[src/rtl/sync_fifo_pkg.sv]
// Shared types and defaults for the flagged single-clock FIFO.
// The SYNC_FIFO_FWFT_EN read mode is selected inside sync_fifo_flags, not here.
package sync_fifo_pkg;

    localparam int DEF_WIDTH = 8;
    localparam int DEF_DEPTH = 16;

    typedef struct packed {
        logic full;
        logic empty;
        logic almost_full;
        logic almost_empty;
    } fifo_status_t;

    // Occupancy needs one more bit than the address so that DEPTH itself fits.
    function automatic int cnt_width(input int depth);
        return $clog2(depth) + 1;
    endfunction

endpackage

[src/rtl/sync_fifo_ptr.sv]
// Wrapping FIFO pointer with a lap toggle, which flips each time the pointer wraps.
// The toggle lets equal pointers be read as either full or empty.
module sync_fifo_ptr #(
    parameter int DEPTH      = 16,
    parameter int ADDR_WIDTH = $clog2(DEPTH)
) (
    input  logic                  clk_i,
    input  logic                  rst_ni,
    input  logic                  inc_i,
    output logic [ADDR_WIDTH-1:0] ptr_o,
    output logic                  tgl_o
);

    localparam logic [ADDR_WIDTH-1:0] LAST = ADDR_WIDTH'(DEPTH - 1);

    logic [ADDR_WIDTH-1:0] ptr_q, ptr_d;
    logic                  tgl_q, tgl_d;

    always_comb begin
        ptr_d = ptr_q;
        tgl_d = tgl_q;
        if (inc_i) begin
            if (ptr_q == LAST) begin
                ptr_d = '0;
                tgl_d = ~tgl_q;
            end else begin
                ptr_d = ptr_q + ADDR_WIDTH'(1);
            end
        end
    end

    always_ff @(posedge clk_i or negedge rst_ni) begin
        if (!rst_ni) begin
            ptr_q <= '0;
            tgl_q <= 1'b0;
        end else begin
            ptr_q <= ptr_d;
            tgl_q <= tgl_d;
        end
    end

    assign ptr_o = ptr_q;
    assign tgl_o = tgl_q;

endmodule

[src/rtl/sync_fifo_flags.sv]
// Single-clock FIFO with occupancy count, almost flags and overflow/underflow pulses.
// Define SYNC_FIFO_FWFT_EN for first-word-fall-through reads; the default is a registered read.
module sync_fifo_flags
    import sync_fifo_pkg::*;
#(
    parameter int WIDTH      = DEF_WIDTH,
    parameter int DEPTH      = DEF_DEPTH,
    parameter int ADDR_WIDTH = $clog2(DEPTH),
    parameter int AF_LEVEL   = DEPTH - 2,
    parameter int AE_LEVEL   = 2
) (
    input  logic                  clk_i,
    input  logic                  rst_ni,
    input  logic                  wr_en_i,
    input  logic [WIDTH-1:0]      wdata_i,
    input  logic                  rd_en_i,
    output logic [WIDTH-1:0]      rdata_o,
    output logic                  rvalid_o,
    output logic                  full_o,
    output logic                  empty_o,
    output logic                  almost_full_o,
    output logic                  almost_empty_o,
    output logic [ADDR_WIDTH:0]   count_o,
    output logic                  overflow_o,
    output logic                  underflow_o
);

    localparam int CW = cnt_width(DEPTH);
    localparam logic [CW-1:0] AF_CNT = CW'(AF_LEVEL);
    localparam logic [CW-1:0] AE_CNT = CW'(AE_LEVEL);

    if ((DEPTH < 2) || ((DEPTH & (DEPTH - 1)) != 0)) begin : g_bad_depth
        $error("sync_fifo_flags: DEPTH must be a power of 2 and at least 2");
    end
    if (!((AE_LEVEL < AF_LEVEL) && (AF_LEVEL <= DEPTH))) begin : g_bad_levels
        $error("sync_fifo_flags: need AE_LEVEL < AF_LEVEL <= DEPTH");
    end

    logic [WIDTH-1:0]      mem [DEPTH];
    logic [ADDR_WIDTH-1:0] wr_ptr, rd_ptr;
    logic                  wr_tgl, rd_tgl;
    logic                  wr_acc, rd_acc;
    logic [CW-1:0]         count_q, count_d;
    logic                  overflow_q, underflow_q;
    fifo_status_t          status;

    assign status.empty        = (wr_ptr == rd_ptr) && (wr_tgl == rd_tgl);
    assign status.full         = (wr_ptr == rd_ptr) && (wr_tgl != rd_tgl);
    assign status.almost_full  = (count_q >= AF_CNT);
    assign status.almost_empty = (count_q <= AE_CNT);

    assign wr_acc = wr_en_i && !status.full;
    assign rd_acc = rd_en_i && !status.empty;

    sync_fifo_ptr #(.DEPTH(DEPTH), .ADDR_WIDTH(ADDR_WIDTH)) u_wr_ptr (
        .clk_i  (clk_i),
        .rst_ni (rst_ni),
        .inc_i  (wr_acc),
        .ptr_o  (wr_ptr),
        .tgl_o  (wr_tgl)
    );

    sync_fifo_ptr #(.DEPTH(DEPTH), .ADDR_WIDTH(ADDR_WIDTH)) u_rd_ptr (
        .clk_i  (clk_i),
        .rst_ni (rst_ni),
        .inc_i  (rd_acc),
        .ptr_o  (rd_ptr),
        .tgl_o  (rd_tgl)
    );

    // Storage is deliberately left out of reset; the pointers alone define validity.
    always_ff @(posedge clk_i) begin
        if (wr_acc) begin
            mem[wr_ptr] <= wdata_i;
        end
    end

    always_comb begin
        count_d = count_q;
        case ({wr_acc, rd_acc})
            2'b10:   count_d = count_q + CW'(1);
            2'b01:   count_d = count_q - CW'(1);
            default: count_d = count_q;
        endcase
    end

    always_ff @(posedge clk_i or negedge rst_ni) begin
        if (!rst_ni) begin
            count_q     <= '0;
            overflow_q  <= 1'b0;
            underflow_q <= 1'b0;
        end else begin
            count_q     <= count_d;
            overflow_q  <= wr_en_i && status.full;
            underflow_q <= rd_en_i && status.empty;
        end
    end

`ifdef SYNC_FIFO_FWFT_EN
    // Head word is shown directly; forced to zero while empty so it never exposes stale storage.
    assign rdata_o  = status.empty ? '0 : mem[rd_ptr];
    assign rvalid_o = !status.empty;
`else
    logic [WIDTH-1:0] rdata_q;
    logic             rvalid_q;

    always_ff @(posedge clk_i or negedge rst_ni) begin
        if (!rst_ni) begin
            rdata_q  <= '0;
            rvalid_q <= 1'b0;
        end else begin
            rvalid_q <= rd_acc;
            if (rd_acc) begin
                rdata_q <= mem[rd_ptr];
            end
        end
    end

    assign rdata_o  = rdata_q;
    assign rvalid_o = rvalid_q;
`endif

    assign full_o         = status.full;
    assign empty_o        = status.empty;
    assign almost_full_o  = status.almost_full;
    assign almost_empty_o = status.almost_empty;
    assign count_o        = count_q;
    assign overflow_o     = overflow_q;
    assign underflow_o    = underflow_q;

endmodule

[config.mk]
export PLATFORM = sky130hd
export DESIGN_NAME = sync_fifo_flags
export DESIGN_NICKNAME = d
export VERILOG_FILES = /design/src/rtl/sync_fifo_pkg.sv /design/src/rtl/sync_fifo_ptr.sv /design/src/rtl/sync_fifo_flags.sv
export SDC_FILE = /design/constraint.sdc
export NUM_CORES = 1
export LEC_CHECK = 0
export CAP_MARGIN = 20
export CORE_MARGIN = 4
export CORE_UTILIZATION = 50
export CTS_CLUSTER_DIAMETER = 150
export DETAILED_ROUTE_END_ITERATION = 6
export PLACE_DENSITY = 0.68
export REMOVE_ABC_BUFFERS = 1
export SYNTH_ARGS = -nofsm -noshare
export SYNTH_HDL_FRONTEND = slang
export SYNTH_SLANG_ARGS = --single-unit
export TNS_END_PERCENT = 30
[constraint.sdc]
create_clock -name clk_i -period 6.05 [get_ports clk_i]
set_input_delay 1.815 -clock clk_i [delete_from_list [all_inputs] [get_ports clk_i]]
set_output_delay 1.815 -clock clk_i [all_outputs]
set_load 0.03 [all_outputs]
* Word level (Yosys, flattened, before mapping)
Memories as Yosys holds them, arrays and structs flattened. A register that Yosys moved wholly into a read port is not among the register bits.
Index checks and enable logic that the tools add are counted.
** Storage, ports and cells
- Bits in registers :: 18
- Bits in writable memories :: 128
- Input bits :: 12
- Output and inout port bits :: 20
- Word-level logic and storage cells :: 41
- Memories :: 1
** Memories
- mem :: words 16, bits a word 8, read ports 1, clocked after Yosys merged registers in 1, wr ports 1, line sync_fifo_flags.sv:39 : logic [WIDTH-1:0] mem [DEPTH];
** Operators by class
- Add/sub/neg operators :: 4
- Order comparisons :: 2
- Equality and inequality tests :: 7
- Muxes and demuxes :: 5
- Bitwise operators :: 2
- Reductions and logical operators :: 12
** Operators with widths (count)
- one-hot mux 5 bit (2 select lines) :: 1
- adder 4 x 1 -> 4 bit, second input constant :: 2
- == test 4 bit, second input constant :: 2
- 2-to-1 mux 4 bit :: 2
- logical AND 1 bit :: 6
- adder 5 x 1 -> 5 bit, second input constant :: 1
- greater-or-equal comparator 5 x 4 -> 1 bit, second input constant :: 1
- <= comparator 5 x 2 -> 1 bit, second input constant :: 1
- subtractor 5 x 1 -> 5 bit, second input constant :: 1
- == test 4 bit :: 1
- AND reduction 2 bit :: 2
- logical NOT 1 bit :: 3
- == test 2 x 1 -> 1 bit, second input constant :: 1
- == test 2 bit, second input constant :: 1
- 2-to-1 mux 1 bit :: 2
- NOT 1 bit :: 2
- nonzero test 2 bit :: 1
- == test 1 bit :: 1
- inequality test 1 bit :: 1

* Logic depth before layout (Yosys ltp)
- Depth after elaboration :: 6
- Gate-level depth with buffers :: 14
- Gate-level depth less buffers :: 12

* By module
Synthesis repeated with hierarchy kept, for this count alone.
** Unflattened totals
- Cells, all modules :: 333
- Area total of the unflattened synthesis :: 6342.3 um2
** By module, submodules not included
- sync_fifo_flags :: instances 1, cells an instance 293, area each 5901.9 um2, sequential area each 4244.1 um2
- sync_fifo_ptr :: instances 2, cells an instance 20, area each 220.2 um2, sequential area each 125.1 um2

* Least setup slack after synthesis
Ideal clock, no wire load.
- Path kind :: flip-flop to output port
- Start :: register count_q[1], in the netlist count_o[1]
- End :: output almost_empty_o
- Arrival time :: 2.305 ns
- Required time :: 4.235 ns
- Path slack :: 1.930 ns
- Cell stages (with the launch flop) :: 3
- Buffers on the path :: 1
- Cell sequence :: dfrtp_1 -> clkbuf_1 -> a2111oi_0
** On the way
- Cells in the longest elaborated chain, start to end :: 1
** RTL lines
- start: declaration :: line sync_fifo_flags.sv:43 : logic [CW-1:0] count_q, count_d;
- start signal: assignment :: line sync_fifo_flags.sv:93 : count_q <= count_d;
- <= comparator 5 x 2 -> 1 bit :: line sync_fifo_flags.sv:50 : assign status.almost_empty = (count_q <= AE_CNT);
- end: declaration :: line sync_fifo_flags.sv:22 : output logic almost_empty_o,
Every way passes these cells.

* Worst setup path in the final report
- Start :: register u_wr_ptr.ptr_q[3], in the netlist u_wr_ptr.ptr_o[3]
- End :: output full_o
** On the way
- Cells in the longest elaborated chain, start to end :: 2
** RTL lines
- start: declaration :: line sync_fifo_ptr.sv:16 : logic [ADDR_WIDTH-1:0] ptr_q, ptr_d;
- start signal: assignment :: line sync_fifo_ptr.sv:37 : ptr_q <= ptr_d;
- == test 4 bit :: line sync_fifo_flags.sv:48 : assign status.full = (wr_ptr == rd_ptr) && (wr_tgl != rd_tgl);
- logical AND 1 bit :: line sync_fifo_flags.sv:48
- end: declaration :: line sync_fifo_flags.sv:19 : output logic full_o,
Every way passes these cells.

==> results.py <==
metrics = {
    "die": {
        "start_util": 0.514,
        "die_h_um": 120,
        "row_count": 40,
        "die_area_um2": 14300,
        "core_um2": 12100,
        "io_pins": 32,
        "fp.dieW_um": 120,
    },
    "global_routing": {
        "track_usage": 0.185,
        "antenna_found_initial": 0,
        "grt_pass1_wl_um": 19200,
        "grt_overflow_total": 0,
        "grt_max_degree": 37,
        "grt_pass1_vias": 3267,
    },
    "clock_tree": {
        "ctsHoldBuffers": 0,
        "cts.repair.resized": 0,
        "clk_latency_ns": 0.42,
        "htree_levels": 4,
        "cts_made_buffers": 17,
        "cts_tree": "yes",
        "cts.sinks": 154,
        "clk_path_buf_depth": 2,
        "cts.clk_slew.worst_paths_ns": 0.06,
        "cts_setup_buffers": 0,
        "cts_root_buf": "clkbuf_16",
    },
    "yosys": {
        "synth.top_cell.area_share": 0.617,
        "netlist_area_um2": 6230,
        "synth_area_leaders": "edfxtp_1 (62%), mux4_2 (12%), dfrtp_1 (10%)",
        "syn_area_per_cell_um2": 18.5,
        "yosysWarnings": 0,
        "synth.largest_area_cell": "edfxtp_1",
        "synth_cell_types": 41,
        "ys_seq_area_frac": 0.721,
        "netlist_instances": 336,
        "ys_ff_latch": 154,
    },
    "critical_path": {
        "cp_max_fo": 15,
        "crit_arrival_ns": 2.32,
        "end_kind": "output pin",
        "crit_type": "reg -> out",
        "r2r_setup_slack_ns": 2.54,
        "worstPathRequired_ns": 4.24,
        "critPathLaunchType": "flip-flop",
    },
    "routing": {
        "drtPass1Iterations": 4,
        "via_per_inst": 5.77,
        "drc": 0,
        "wirelength_um": 12300,
        "vias": 3183,
        "avgRoutedWirePerCell_um": 22.3,
        "detail-route-antenna-nets": 0,
        "drt_iter0_markers": 259,
    },
    "run_status": {
        "status": "finished clean",
    },
    "sta": {
        "setup-violations-final": 0,
        "clock.fmax_ghz": 0.242,
        "timing.final.crit_share": 0.683,
        "setup_tns_ns": 0,
        "fin_skew_ns": 0.00700,
        "worst_slew_pin_slew_ns": 1.05,
        "hold_viol": 0,
        "rsz0062_at_grt": "false",
        "slew_viol_final": 0,
        "fin_ws_ns": 1.92,
        "slew_headroom": 0.301,
        "min_period_ns": 4.13,
    },
    "final_layout": {
        "drive_gt1_frac": 0.193,
        "layout_common_cells": "edfxtp_1 (128), mux4_2 (32), clkdlybuf4s50_1 (31)",
        "nNetsFinal": 392,
        "mostFrequentLayoutCell": "edfxtp_1",
        "area_growth_pct": 15.7,
        "n_antenna_cell": 0,
        "final_cell_area_um2": 7210,
    },
    "power": {
        "peakVddDrop_uv": 375,
        "pwr_density_cell_nw_per_um2": 489,
        "power_leakage_nw": 2.50,
    },
    "place": {
        "place_ws_ns": 1.77,
        "gp_congestion": 0.824,
        "port_buffers": 31,
        "hpwl_um": 7720,
        "dpl_cell_area_um2": 6700,
    },
    "hold_path": {
        "holdCritPathClass": "reg -> reg",
    },
    "flow_run": {
        "maxCapViolations": 0,
    },
}
## sequential cells by signal, indices dropped and copies added, names as in the netlist
signal,flops
count_o,5
mem,128
overflow_o,1
rdata_o,8
rvalid_o,1
u_rd_ptr.ptr_o,4
u_rd_ptr.tgl_o,1
u_wr_ptr.ptr_o,4
u_wr_ptr.tgl_o,1
underflow_o,1
## through the flow
step	total power, mW	cells	hold WS (ns)	utilization
floorplan	2.24	319	0.498	-
detailed placement	2.64	521	0.465	0.553
finish	3.52	552	0.473	0.595
global route	3.70	552	0.511	0.595
CTS	3.55	552	0.477	0.595
global placement	2.61	521	0.462	0.553
## cell type report
class	count	area [µm²]
clock buffer	17	425
clock inverter	14	83.8
fill	921	4900
inverter	8	30.0
multi-input combinational	157	1630
sequential	154	4500
tap	168	210
timing repair buffer	34	333
## critical path, stage by stage, from the launching register on
cell and delay [ns]:
dfrtp_1 0.68, xnor2_1 0.19, nand4_2 0.18, nor2_1 0.16, clkdlybuf4s50_1 0.69
## final timing paths
check / start / to / depth (start not counted)
min reg2reg: rdata_o[1] / rdata_o[1] / 1
min in group asynchronous: rst_ni / count_o[4] / 2
max in group asynchronous: rst_ni / u_rd_ptr.ptr_o[0] / 2
max reg2reg: u_wr_ptr.ptr_o[3] / count_o[4] / 11
max: u_wr_ptr.ptr_o[3] / full_o / 4
min: rdata_o[1] / rdata_o[1] / 1
## cells by family (layout without fill, tap and decap cells)
logic type | Yosys count | count (layout) | share of synthesized area
mux | 34 | 34 | 0.119
buf+inv | 25 | 73 | 0.0207
fa+ha+maj | 8 | 8 | 0.0161
compound gates | 55 | 55 | 0.0590
flops | 154 | 154 | 0.721
xor+xnor | 16 | 16 | 0.0225
simple gates | 44 | 44 | 0.0412
## metal layers
metal  vias to the layer above  part of all wire  GRT usage
met4                         0             0.022     0.0730
met5                         -                 0          0
li1                       1417                 -          -
met2                       102              0.50      0.289
met1                      1641              0.41      0.248
met3                        23             0.063     0.0542
## Yosys cell counts, drive strengths merged
cell type  instances
o21ai              8
a2111oi            1
clkbuf             4
nor3               2
xor2               8
inv                8
ha                 8
and3               8
nor2b              3
edfxtp           128
nor4               1
buf               13
a22oi             16
and2               3
a21oi             15
and4               3
a41o               1
xnor2              8
mux2               2
nand4              1
nor3b              1
nor2               9
a21o               9
nand3              1
nand2              7
dfrtp             26
o31a               1
mux4              32
a31o               2
o21a               2
nor4b              4
nand2b             1
## report_power, final
part	total [mW]	internal, mW	switching, mW	leakage, nW
Sequential	1.46	1.32	0.143	1.47
Clock	0.906	0.513	0.393	0.245
Combinational	1.16	0.517	0.639	0.781
Total	3.52	2.35	1.18	2.50
Power figures use the tool's default switching activity.
